<file path="config.mk">
export PLATFORM = sky130hd
export DESIGN_NAME = user_wb_router_flat
export DESIGN_NICKNAME = d
export VERILOG_FILES = /design/src/rtl/user_wb_router_pkg.sv /design/src/rtl/user_wb_router_if.sv /design/src/rtl/user_wb_addr_decode.sv /design/src/rtl/user_wb_router.sv /design/src/flat_wrapper.sv
export SDC_FILE = /design/constraint.sdc
export NUM_CORES = 1
export LEC_CHECK = 0
export ABC_CLOCK_PERIOD_IN_PS = 2900
export BUFFER_PORTS_ARGS = -buffer_cell sky130_fd_sc_hd__buf_4
export CAP_MARGIN = 25
export CORE_MARGIN = 10
export CORE_UTILIZATION = 38
export DETAILED_ROUTE_END_ITERATION = 10
export PLACE_DENSITY = 0.78
export REMOVE_ABC_BUFFERS = 1
export SLEW_MARGIN = 20
export SYNTH_ARGS = -nofsm -noshare
export SYNTH_HDL_FRONTEND = slang
export SYNTH_HIERARCHICAL = 1
export SYNTH_SLANG_ARGS = --single-unit
</file>
<file path="constraint.sdc">
create_clock -name wb_clk_i -period 2.9 [get_ports wb_clk_i]
set_input_delay 0.145 -clock wb_clk_i [delete_from_list [all_inputs] [get_ports wb_clk_i]]
set_output_delay 0.145 -clock wb_clk_i [all_outputs]
set_load 0.02 [all_outputs]
</file>
<file path="src/rtl/user_wb_router_pkg.sv">
// Shared types and decode constants for the Wishbone router slice.
package user_wb_router_pkg;

  localparam int unsigned DATA_W = 32;
  localparam int unsigned IDX_W  = 2;
  localparam int unsigned TMO_W  = 9;
  localparam int unsigned CNT_W  = 8;

  localparam logic [7:0]  DEC_BASE = 8'h30;
  localparam logic [20:0] DEC_DBG  = 21'h1FFFFF;
  localparam logic [7:0]  DEC_GPIO = 8'h01;
  localparam logic [31:0] ERR_DATA = 32'hDEADBEEF;

  typedef enum logic [1:0] {
    ST_IDLE = 2'd0,
    ST_BUSY = 2'd1,
    ST_RESP = 2'd2
  } state_e;

  typedef logic [IDX_W-1:0] idx_t;

  // Request captured in IDLE and replayed to the selected slave
  typedef struct packed {
    logic              we;
    logic [3:0]        sel;
    logic [DATA_W-1:0] adr;
    logic [DATA_W-1:0] dat;
    idx_t              idx;
  } req_t;

endpackage

</file>
<file path="src/rtl/user_wb_router_if.sv">
// Upstream Wishbone slave port plus the shared downstream slave bus.
interface user_wb_router_if
  import user_wb_router_pkg::*;
#(
  parameter int unsigned NSLV = 3
) ();

  logic                   wbs_cyc_i;
  logic                   wbs_stb_i;
  logic                   wbs_we_i;
  logic [3:0]             wbs_sel_i;
  logic [DATA_W-1:0]      wbs_adr_i;
  logic [DATA_W-1:0]      wbs_dat_i;
  logic                   wbs_ack_o;
  logic [DATA_W-1:0]      wbs_dat_o;

  logic [NSLV-1:0]        s_cyc_o;
  logic                   s_stb_o;
  logic                   s_we_o;
  logic [3:0]             s_sel_o;
  logic [DATA_W-1:0]      s_adr_o;
  logic [DATA_W-1:0]      s_dat_o;
  logic [NSLV-1:0]        s_ack_i;
  logic [NSLV*DATA_W-1:0] s_dat_i;

  // Router side
  modport slave (
    input  wbs_cyc_i, wbs_stb_i, wbs_we_i, wbs_sel_i, wbs_adr_i, wbs_dat_i,
    output wbs_ack_o, wbs_dat_o,
    output s_cyc_o, s_stb_o, s_we_o, s_sel_o, s_adr_o, s_dat_o,
    input  s_ack_i, s_dat_i
  );

  // Environment side: upstream master and downstream slaves
  modport master (
    output wbs_cyc_i, wbs_stb_i, wbs_we_i, wbs_sel_i, wbs_adr_i, wbs_dat_i,
    input  wbs_ack_o, wbs_dat_o,
    input  s_cyc_o, s_stb_o, s_we_o, s_sel_o, s_adr_o, s_dat_o,
    output s_ack_i, s_dat_i
  );

endinterface

</file>
<file path="src/rtl/user_wb_addr_decode.sv">
// Combinational address decode: slave index and decode-error flag.
module user_wb_addr_decode
  import user_wb_router_pkg::*;
(
  input  logic [31:3] adr,
  output idx_t        idx,
  output logic        decerr
);

  always_comb begin
    idx    = IDX_W'(0);
    decerr = 1'b0;
    if (adr[31:24] != DEC_BASE) begin
      decerr = 1'b1;
    end else if (adr[23:3] == DEC_DBG) begin
      idx = IDX_W'(2);
    end else if (adr[23:16] == DEC_GPIO) begin
      idx = IDX_W'(1);
    end
  end

endmodule

</file>
<file path="src/rtl/user_wb_router.sv">
// Single-outstanding Wishbone router: decode, forward to one slave, respond,
// with timeout, decode-error response and a sticky error interrupt/counter.
module user_wb_router
  import user_wb_router_pkg::*;
#(
  parameter int unsigned NSLV    = 3,
  parameter int unsigned TIMEOUT = 255
) (
  input  logic             wb_clk_i,
  input  logic             wb_rst_n,
  user_wb_router_if.slave  bus,
  output logic             err_irq_o,
  input  logic             irq_clr_i,
  output logic [CNT_W-1:0] err_cnt_o
);

  state_e            state_q, state_d;
  req_t              req_q, req_d;
  logic [TMO_W-1:0]  tmo_q, tmo_d;
  logic [NSLV-1:0]   cyc_q, cyc_d;
  logic              stb_q, stb_d;
  logic              ack_q, ack_d;
  logic [DATA_W-1:0] rdat_q, rdat_d;
  logic              irq_q, irq_d;
  logic [CNT_W-1:0]  cnt_q, cnt_d;

  idx_t              dec_idx;
  logic              dec_err;
  logic              sel_ack;
  logic [DATA_W-1:0] sel_dat;
  logic              err_evt;

  user_wb_addr_decode u_decode (
    .adr    (bus.wbs_adr_i[31:3]),
    .idx    (dec_idx),
    .decerr (dec_err)
  );

  // Ack and read data from the latched slave only
  always_comb begin
    sel_ack = 1'b0;
    sel_dat = '0;
    for (int unsigned k = 0; k < NSLV; k++) begin
      if (req_q.idx == IDX_W'(k)) begin
        sel_ack = bus.s_ack_i[k];
        sel_dat = bus.s_dat_i[k*DATA_W +: DATA_W];
      end
    end
  end

  // Next-state and next-output logic
  always_comb begin
    state_d = state_q;
    req_d   = req_q;
    tmo_d   = tmo_q;
    cyc_d   = cyc_q;
    stb_d   = stb_q;
    ack_d   = 1'b0;
    rdat_d  = rdat_q;
    irq_d   = irq_q & ~irq_clr_i;
    cnt_d   = cnt_q;
    err_evt = 1'b0;

    unique case (state_q)
      ST_IDLE: begin
        if (bus.wbs_cyc_i && bus.wbs_stb_i) begin
          req_d = '{we:  bus.wbs_we_i,  sel: bus.wbs_sel_i,
                    adr: bus.wbs_adr_i, dat: bus.wbs_dat_i, idx: dec_idx};
          tmo_d = '0;
          if (dec_err) begin
            state_d = ST_RESP;
            ack_d   = 1'b1;
            rdat_d  = ERR_DATA;
            err_evt = 1'b1;
          end else begin
            state_d = ST_BUSY;
            stb_d   = 1'b1;
            for (int unsigned k = 0; k < NSLV; k++) begin
              cyc_d[k] = (dec_idx == IDX_W'(k));
            end
          end
        end
      end
      ST_BUSY: begin
        // Abort beats ack and timeout: the master has walked away
        if (!bus.wbs_cyc_i) begin
          state_d = ST_IDLE;
          cyc_d   = '0;
          stb_d   = 1'b0;
        end else if (sel_ack) begin
          state_d = ST_RESP;
          ack_d   = 1'b1;
          rdat_d  = sel_dat;
          cyc_d   = '0;
          stb_d   = 1'b0;
        end else if (tmo_q + TMO_W'(1) == TMO_W'(TIMEOUT)) begin
          state_d = ST_RESP;
          ack_d   = 1'b1;
          rdat_d  = ERR_DATA;
          err_evt = 1'b1;
          cyc_d   = '0;
          stb_d   = 1'b0;
        end else begin
          tmo_d = tmo_q + TMO_W'(1);
        end
      end
      ST_RESP: state_d = ST_IDLE;
      default: state_d = ST_IDLE;
    endcase

    // A new error wins over a same-cycle clear
    if (err_evt) begin
      irq_d = 1'b1;
      if (cnt_q != '1) cnt_d = cnt_q + CNT_W'(1);
    end
  end

  always_ff @(posedge wb_clk_i or negedge wb_rst_n) begin
    if (!wb_rst_n) begin
      state_q <= ST_IDLE;
      req_q   <= '0;
      tmo_q   <= '0;
      cyc_q   <= '0;
      stb_q   <= 1'b0;
      ack_q   <= 1'b0;
      rdat_q  <= '0;
      irq_q   <= 1'b0;
      cnt_q   <= '0;
    end else begin
      state_q <= state_d;
      req_q   <= req_d;
      tmo_q   <= tmo_d;
      cyc_q   <= cyc_d;
      stb_q   <= stb_d;
      ack_q   <= ack_d;
      rdat_q  <= rdat_d;
      irq_q   <= irq_d;
      cnt_q   <= cnt_d;
    end
  end

  assign bus.wbs_ack_o = ack_q;
  assign bus.wbs_dat_o = rdat_q;
  assign bus.s_cyc_o   = cyc_q;
  assign bus.s_stb_o   = stb_q;
  assign bus.s_we_o    = req_q.we;
  assign bus.s_sel_o   = req_q.sel;
  assign bus.s_adr_o   = req_q.adr;
  assign bus.s_dat_o   = req_q.dat;
  assign err_irq_o     = irq_q;
  assign err_cnt_o     = cnt_q;

endmodule

</file>
<file path="src/flat_wrapper.sv">
// flat-port wrapper written by rule: the top's interface ports become plain ports
module user_wb_router_flat import user_wb_router_pkg::*;
#(
  parameter int unsigned NSLV    = 3,
  parameter int unsigned TIMEOUT = 255
)
  (wb_clk_i, wb_rst_n, err_irq_o, irq_clr_i, err_cnt_o, bus_wbs_cyc_i, bus_wbs_stb_i, bus_wbs_we_i, bus_wbs_sel_i, bus_wbs_adr_i, bus_wbs_dat_i, bus_wbs_ack_o, bus_wbs_dat_o, bus_s_cyc_o, bus_s_stb_o, bus_s_we_o, bus_s_sel_o, bus_s_adr_o, bus_s_dat_o, bus_s_ack_i, bus_s_dat_i);
  user_wb_router_if #(.NSLV(NSLV)) bus_i ();
  input  logic wb_clk_i;
  input  logic wb_rst_n;
  output logic err_irq_o;
  input  logic irq_clr_i;
  output logic [CNT_W-1:0] err_cnt_o;
  input wire logic [$bits(bus_i.wbs_cyc_i)-1:0] bus_wbs_cyc_i;
  input wire logic [$bits(bus_i.wbs_stb_i)-1:0] bus_wbs_stb_i;
  input wire logic [$bits(bus_i.wbs_we_i)-1:0] bus_wbs_we_i;
  input wire logic [$bits(bus_i.wbs_sel_i)-1:0] bus_wbs_sel_i;
  input wire logic [$bits(bus_i.wbs_adr_i)-1:0] bus_wbs_adr_i;
  input wire logic [$bits(bus_i.wbs_dat_i)-1:0] bus_wbs_dat_i;
  output wire logic [$bits(bus_i.wbs_ack_o)-1:0] bus_wbs_ack_o;
  output wire logic [$bits(bus_i.wbs_dat_o)-1:0] bus_wbs_dat_o;
  output wire logic [$bits(bus_i.s_cyc_o)-1:0] bus_s_cyc_o;
  output wire logic [$bits(bus_i.s_stb_o)-1:0] bus_s_stb_o;
  output wire logic [$bits(bus_i.s_we_o)-1:0] bus_s_we_o;
  output wire logic [$bits(bus_i.s_sel_o)-1:0] bus_s_sel_o;
  output wire logic [$bits(bus_i.s_adr_o)-1:0] bus_s_adr_o;
  output wire logic [$bits(bus_i.s_dat_o)-1:0] bus_s_dat_o;
  input wire logic [$bits(bus_i.s_ack_i)-1:0] bus_s_ack_i;
  input wire logic [$bits(bus_i.s_dat_i)-1:0] bus_s_dat_i;
  assign bus_i.wbs_cyc_i = bus_wbs_cyc_i;
  assign bus_i.wbs_stb_i = bus_wbs_stb_i;
  assign bus_i.wbs_we_i = bus_wbs_we_i;
  assign bus_i.wbs_sel_i = bus_wbs_sel_i;
  assign bus_i.wbs_adr_i = bus_wbs_adr_i;
  assign bus_i.wbs_dat_i = bus_wbs_dat_i;
  assign bus_wbs_ack_o = bus_i.wbs_ack_o;
  assign bus_wbs_dat_o = bus_i.wbs_dat_o;
  assign bus_s_cyc_o = bus_i.s_cyc_o;
  assign bus_s_stb_o = bus_i.s_stb_o;
  assign bus_s_we_o = bus_i.s_we_o;
  assign bus_s_sel_o = bus_i.s_sel_o;
  assign bus_s_adr_o = bus_i.s_adr_o;
  assign bus_s_dat_o = bus_i.s_dat_o;
  assign bus_i.s_ack_i = bus_s_ack_i;
  assign bus_i.s_dat_i = bus_s_dat_i;
  user_wb_router #(.NSLV(NSLV), .TIMEOUT(TIMEOUT)) u_core (.wb_clk_i(wb_clk_i), .wb_rst_n(wb_rst_n), .bus(bus_i), .err_irq_o(err_irq_o), .irq_clr_i(irq_clr_i), .err_cnt_o(err_cnt_o));
endmodule
</file>
Yosys cells after proc, flatten, opt, wreduce, memory -nomap -nowiden:

Cells that the tools add are included.

* flip-flop bits (word level): 128
* latch bits: 0
* memory bits (writable): 0
* memory bits (read-only): 0
* input port bits: 173
* output and inout bits: 115
* memories: 0

* add/sub/neg operators: 2
* multiply operators: 0
* div/mod/pow operators: 0
* order comparisons: 0
* equal/unequal tests: 18
* shifts and indexed selects: 0
* muxes and demuxes: 49
* bitwise gates (word level): 2
* reductions and logical operators: 11

Operators by type and width (number)
* 32-bit 2-to-1 mux: 8
* 32-bit case mux with 2 select lines: 1
* 9-bit 2-to-1 mux: 4
* 21-bit == test, second input constant: 1
* 1-bit 2-to-1 mux: 18
* 9-bit case mux with 2 select lines: 1
* 3-bit 2-to-1 mux: 5
* 2-bit 2-to-1 mux: 7
* 5-bit AND reduction: 2
* 9-bit by 1-bit adder with 9-bit output, second input constant: 1
* 9-bit by 8-bit == test with 1-bit output, second input constant: 1
* 8-bit by 1-bit adder with 8-bit output, second input constant: 1
* 8-bit by 1-bit == test with 1-bit output, second input constant: 1
* 2-bit inequality test, second input constant: 4
* 8-bit by 6-bit inequality test with 1-bit output, second input constant: 1
* 8-bit inequality test, second input constant: 1
* 2-bit by 1-bit == test with 1-bit output, second input constant: 3
* 2-bit logical NOT: 3
* 1-bit case mux with 2 select lines: 3
* 3-bit case mux with 2 select lines: 1
* 2-bit AND reduction: 3
* 2-bit == test, second input constant: 2
* 2-bit by 1-bit inequality test with 1-bit output, second input constant: 2
* 4-bit by 2-bit inequality test with 1-bit output, second input constant: 1
* other kinds (7): 7

Logic depth before layout (Yosys ltp):

* depth after elaboration: 8
* mapped depth: 8
* mapped depth without buffers: 8

Cells and area by module:

Netlist, hierarchy kept.

Modules (own cells, without submodules)
* user_wb_router: times used 1, cells each 688, area an instance 6271.0 µm², seq. area each 3203.1 µm²
* user_wb_addr_decode: times used 1, cells each 14, area an instance 110.1 µm², seq. area each 0.0 µm²

Worst setup path before layout:

No wires, ideal clock.

* path type: reg-to-reg
* from: register u_core.tmo_q[0]
* to: register u_core.cnt_q[1] (netlist: u_core/err_cnt_o[1])
* library setup time: 0.128 ns
* arrival: 2.032 ns
* required time: 2.772 ns
* path slack: 0.741 ns
* stages on the path, launching flop included: 7
* buffers on the path: 0
* clock period less this slack: 2.159 ns
* path through: dfrtp_1 > ha_1 > xnor2_1 > or3_4 > o31a_4 > nor2_4 > mux2_1

* cells in the longest elaborated chain, start to end: 7

RTL lines
* start, declared: RTL line user_wb_router.sv:19 `logic [TMO_W-1:0] tmo_q, tmo_d;`
* start signal, assigned: RTL line user_wb_router.sv:132 `tmo_q <= tmo_d;`
* 9-bit by 1-bit adder with 9-bit output: RTL line user_wb_router.sv:96 `end else if (tmo_q + TMO_W'(1) == TMO_W'(TIMEOUT)) begin`
* 9-bit by 8-bit == test with 1-bit output: RTL line user_wb_router.sv:96
* 1-bit 2-to-1 mux: RTL line user_wb_router.sv:96
* 1-bit 2-to-1 mux: RTL line user_wb_router.sv:90 `end else if (sel_ack) begin`
* 1-bit 2-to-1 mux: RTL line user_wb_router.sv:86 `if (!bus.wbs_cyc_i) begin`
* 1-bit case mux with 2 select lines: RTL line user_wb_router.sv:64 `unique case (state_q)`
* 2-bit AND reduction (no line)
* end signal, assigned: RTL line user_wb_router.sv:138 `cnt_q <= cnt_d;`
* end, declared: RTL line user_wb_router.sv:25 `logic [CNT_W-1:0] cnt_q, cnt_d;`

Every way passes these cells.
A chain may end at the register's enable or synchronous reset.

Worst setup path after layout:

Same ends and word-level chain as after synthesis.

==> impl_results.md <==
- Hold WC Path Type: input pin to register
- Ys async rst share: between 90% and 100%
- Finished Cell Area: a little under 0.01 sq mm
- Period Utilization, post-route: 78.7%
- Antenna Nets Post-Route: 0
- Clock slew at reported path FFs: about 0.06 ns
- Port bufs: ~290
- Placed Instances: 1114
- Vias in the first global route: between 6000 and 7000
- R2r startpoint: u_core/tmo_q[0]$_DFFE_PN0P_
- Synth cell types: 53
- Status: finished clean
- Final setup viols: 0
- Setup Buffers After CTS: 0
- Synthesis warning total: 6
- Initial Util: a little under 40%
- Die ar.: ~0.022 sq mm
- Worst EP required: about 3.2 ns
- Crit-path slowest cell: dfrtp_1
- FF+latch count, synth: approximately 130
- Sequential area share after synthesis: 50.2%
- Drt first pass iters: 5
- PwrDens: just under 600 mW/mm^2
- Setup crit end kind: register
- GRT overflow: 0
- Fin nets: about 1200
- Critical Path Sink: u_core/err_cnt_o[1]$_DFFE_PN0P_
- # IOs: between 200 and 300
- Total track usage: between 10% and 20%
- Initial antenna violation count: 0
- Kind of critical path: register to register
- Die height: approximately 150 um
- Peak supply drop: between 0.0003 and 0.0004 V
- Layout Skew: between 0.008 and 0.009 ns
- Clock H-tree levels: 4
- Tmin final: between 2 and 2.5 ns
- Synth Area per Inst: 9.09 sq um
- Mapped cell area: around 0.0064 sq mm
- CTS tree: done
- Post-route insts no fill: ~1200
- N_diodes: 0
- Core Rows: 47
- Routed wire length: 22.3 mm
- Post-synth EDFFs: 0
- Buf/Inv on CP: 0
- Area grow syn2layout: 50.8%
- CP cell instances: ha_1 -> xnor2_1 -> or3_4 -> o31a_4 -> nor2_4 -> mux2_1
- Root buffer cell: clkbuf_16
- Reg-to-reg setup timing slack: between 0.6 and 0.7 ns
- Worst-Skew Late Latency: between 0.4 and 0.5 ns
- Max-cap violations: 0
- Clk buf depth: 2
- R2R cell count: 6
- First-pass GRT wire length: ~35 mm
- Hold Vio Cnt, Final: 0
- Worst Setup SP: u_core/tmo_q[0]$_DFFE_PN0P_
- Commonest non-fill, non-tap cell in the layout: buf_4
- DRT iter0 DRCs: 327
- RSZ-0062 raised after global routing: no
- Num CTS Buffers: 17
- DP HPWL: about 16 mm
- Average wire per standard cell: 18.2 um
- DRC viols: 0
- Dpl cell area: roughly 0.0083 sq mm
- Final Max Tran Viols: 0
- Most frequent cells in the layout: 293 x buf_4, 247 x nand2_1, 127 x dfrtp_1, 75 x dlygate4sd3_1, 34 x mux2i_1
- Worst-margin pin slew: ~0.76 ns
- Kind of start point of the critical path: register
- Layout cells sized above 1: about a third
- Core box area: roughly 0.017 sq mm
- Leak: about 4.6 nW
- Crit-path max FO: 6
- Fmax: 438 MHz
- CP delay by family, top: simple AND/OR/NAND/NOR gates
- Vias post-DR: 6036
- Worst R2R End: u_core/err_cnt_o[1]$_DFFE_PN0P_
- Arrival @ worst endpoint: roughly 2.6 ns
- Via-per-instance ratio: ~4.9
- Die Width: approximately 150 um
- CTS Hold Buffers Added: 75
- Slew margin rel.: ~49%
- Gpl congestion: around 0.91
- Largest net degree at the start of global routing: 72
- Post-CTS sizing: 0
- Clock Sinks: 128
- Crit-path max cell delay: between 0.4 and 0.5 ns
- Cells after Synth: roughly 700
- Most used DFF post-synth: dfrtp_1
- Stages on worst setup path: 6
-- power breakdown --
group,switching [mW],internal (mW),leakage [nW]
clock,0.837,1.36,0.291
combinational,0.653,0.580,2.82
sequential,0.147,1.98,1.53
-- per-stage QoR --
stage / power, mW / setup slack, ns / setup TNS (ns) / hold slack (ns) / util (%)
3_3_place_gp: 3.26 / 0.674 / 0 / 0.188 / 50.0
2_1_floorplan: 2.62 / -4.37 / -384.01 / -0.151 / -
5_1_grt: 5.82 / 0.483 / 0 / 0.0202 / 58.2
3_5_place_dp: 3.29 / 0.625 / 0 / 0.188 / 50.0
4_1_cts: 5.60 / 0.617 / 0 / 0.00310 / 58.2
6_report: 5.56 / 0.617 / 0 / 0.0283 / 58.2
-- synthesized netlist by cell type, types with 3 or more instances --
master	n	area [sq um]
nor3_1	3	15.0
xor2_1	4	35.0
nand4_1	4	25.0
ha_1	3	37.5
dfrtp_1	128	3200
a31oi_1	7	43.8
nor2_1	14	52.6
buf_4	72	541
mux2i_1	34	340
nand3_1	7	35.0
clkbuf_1	30	113
a22o_1	5	43.8
o22ai_1	9	56.3
o21ai_0	33	165
o22a_1	24	210
and3_1	5	31.3
nand2_1	248	931
nor4_1	3	18.8
a21oi_1	11	55.1
or3_1	3	18.8
inv_1	18	67.6
-- area by class of cell --
cell class | instances | area, sq um
clock buffer | 17 | 425
timing repair buffer | 371 | 3000
clock inverter | 15 | 180
multi-input combinational | 452 | 2470
fill | 1329 | 6900
sequential | 128 | 3200
inverter | 18 | 67.6
tap | 220 | 275
-- registers in the layout (all words and copies together) (netlist names) --
register              flops
u_core/err_irq_o          1
u_core/bus.s_we_o         1
u_core/err_cnt_o          8
u_core/bus.wbs_dat_o     32
u_core/bus.s_adr_o       32
u_core/bus.s_sel_o        4
u_core/req_q              2
u_core/bus.s_dat_o       32
u_core/tmo_q              9
u_core/bus.s_cyc_o        3
u_core/bus.s_stb_o        1
u_core/state_q            2
u_core/bus.wbs_ack_o      1
-- tightest hold or removal path, cell delays in order --
cell	delay [ns]
buf_4	0.08
a21oi_1	0.06
o22ai_1	0.10
-- metal layers --
metal	wire, um	up-vias	global-route usage (%)
li1	-	2846	-
met3	2490	31	8.06
met4	425	0	7.16
met5	0	-	0
met1	8960	2861	23.2
met2	10400	298	30.8
-- cells by family after synthesis --
family	synth area share, %
AO/OA/AOI/OAI	11.6
AND/OR/NAND/NOR	20.0
multiplexers	5.51
XOR/XNOR	0.686
flip-flops	50.2
buffers and inverters	11.4
adder cells (fa/ha/maj)	0.588
-- how the worst min path moves through the flow --
stage / start / end / slack, ns / cells past startpoint
global route: bus_s_dat_i[78] / u_core/bus.wbs_dat_o[14]$_DFFE_PN0P_ / 0.02 / 3
global placement: wb_rst_n / u_core/bus.s_dat_o[10]$_DFFE_PN0P_ / 0.19 / 1
detailed placement: wb_rst_n / u_core/bus.s_dat_o[10]$_DFFE_PN0P_ / 0.19 / 1
finish: bus_s_dat_i[86] / u_core/bus.wbs_dat_o[22]$_DFFE_PN0P_ / 0.03 / 3
floorplan: wb_rst_n / u_core/bus.s_adr_o[0]$_DFFE_PN0P_ / -0.15 / 0
CTS: bus_s_dat_i[68] / u_core/bus.wbs_dat_o[4]$_DFFE_PN0P_ / 0.003 / 3
Power figures use the tool's default switching activity.
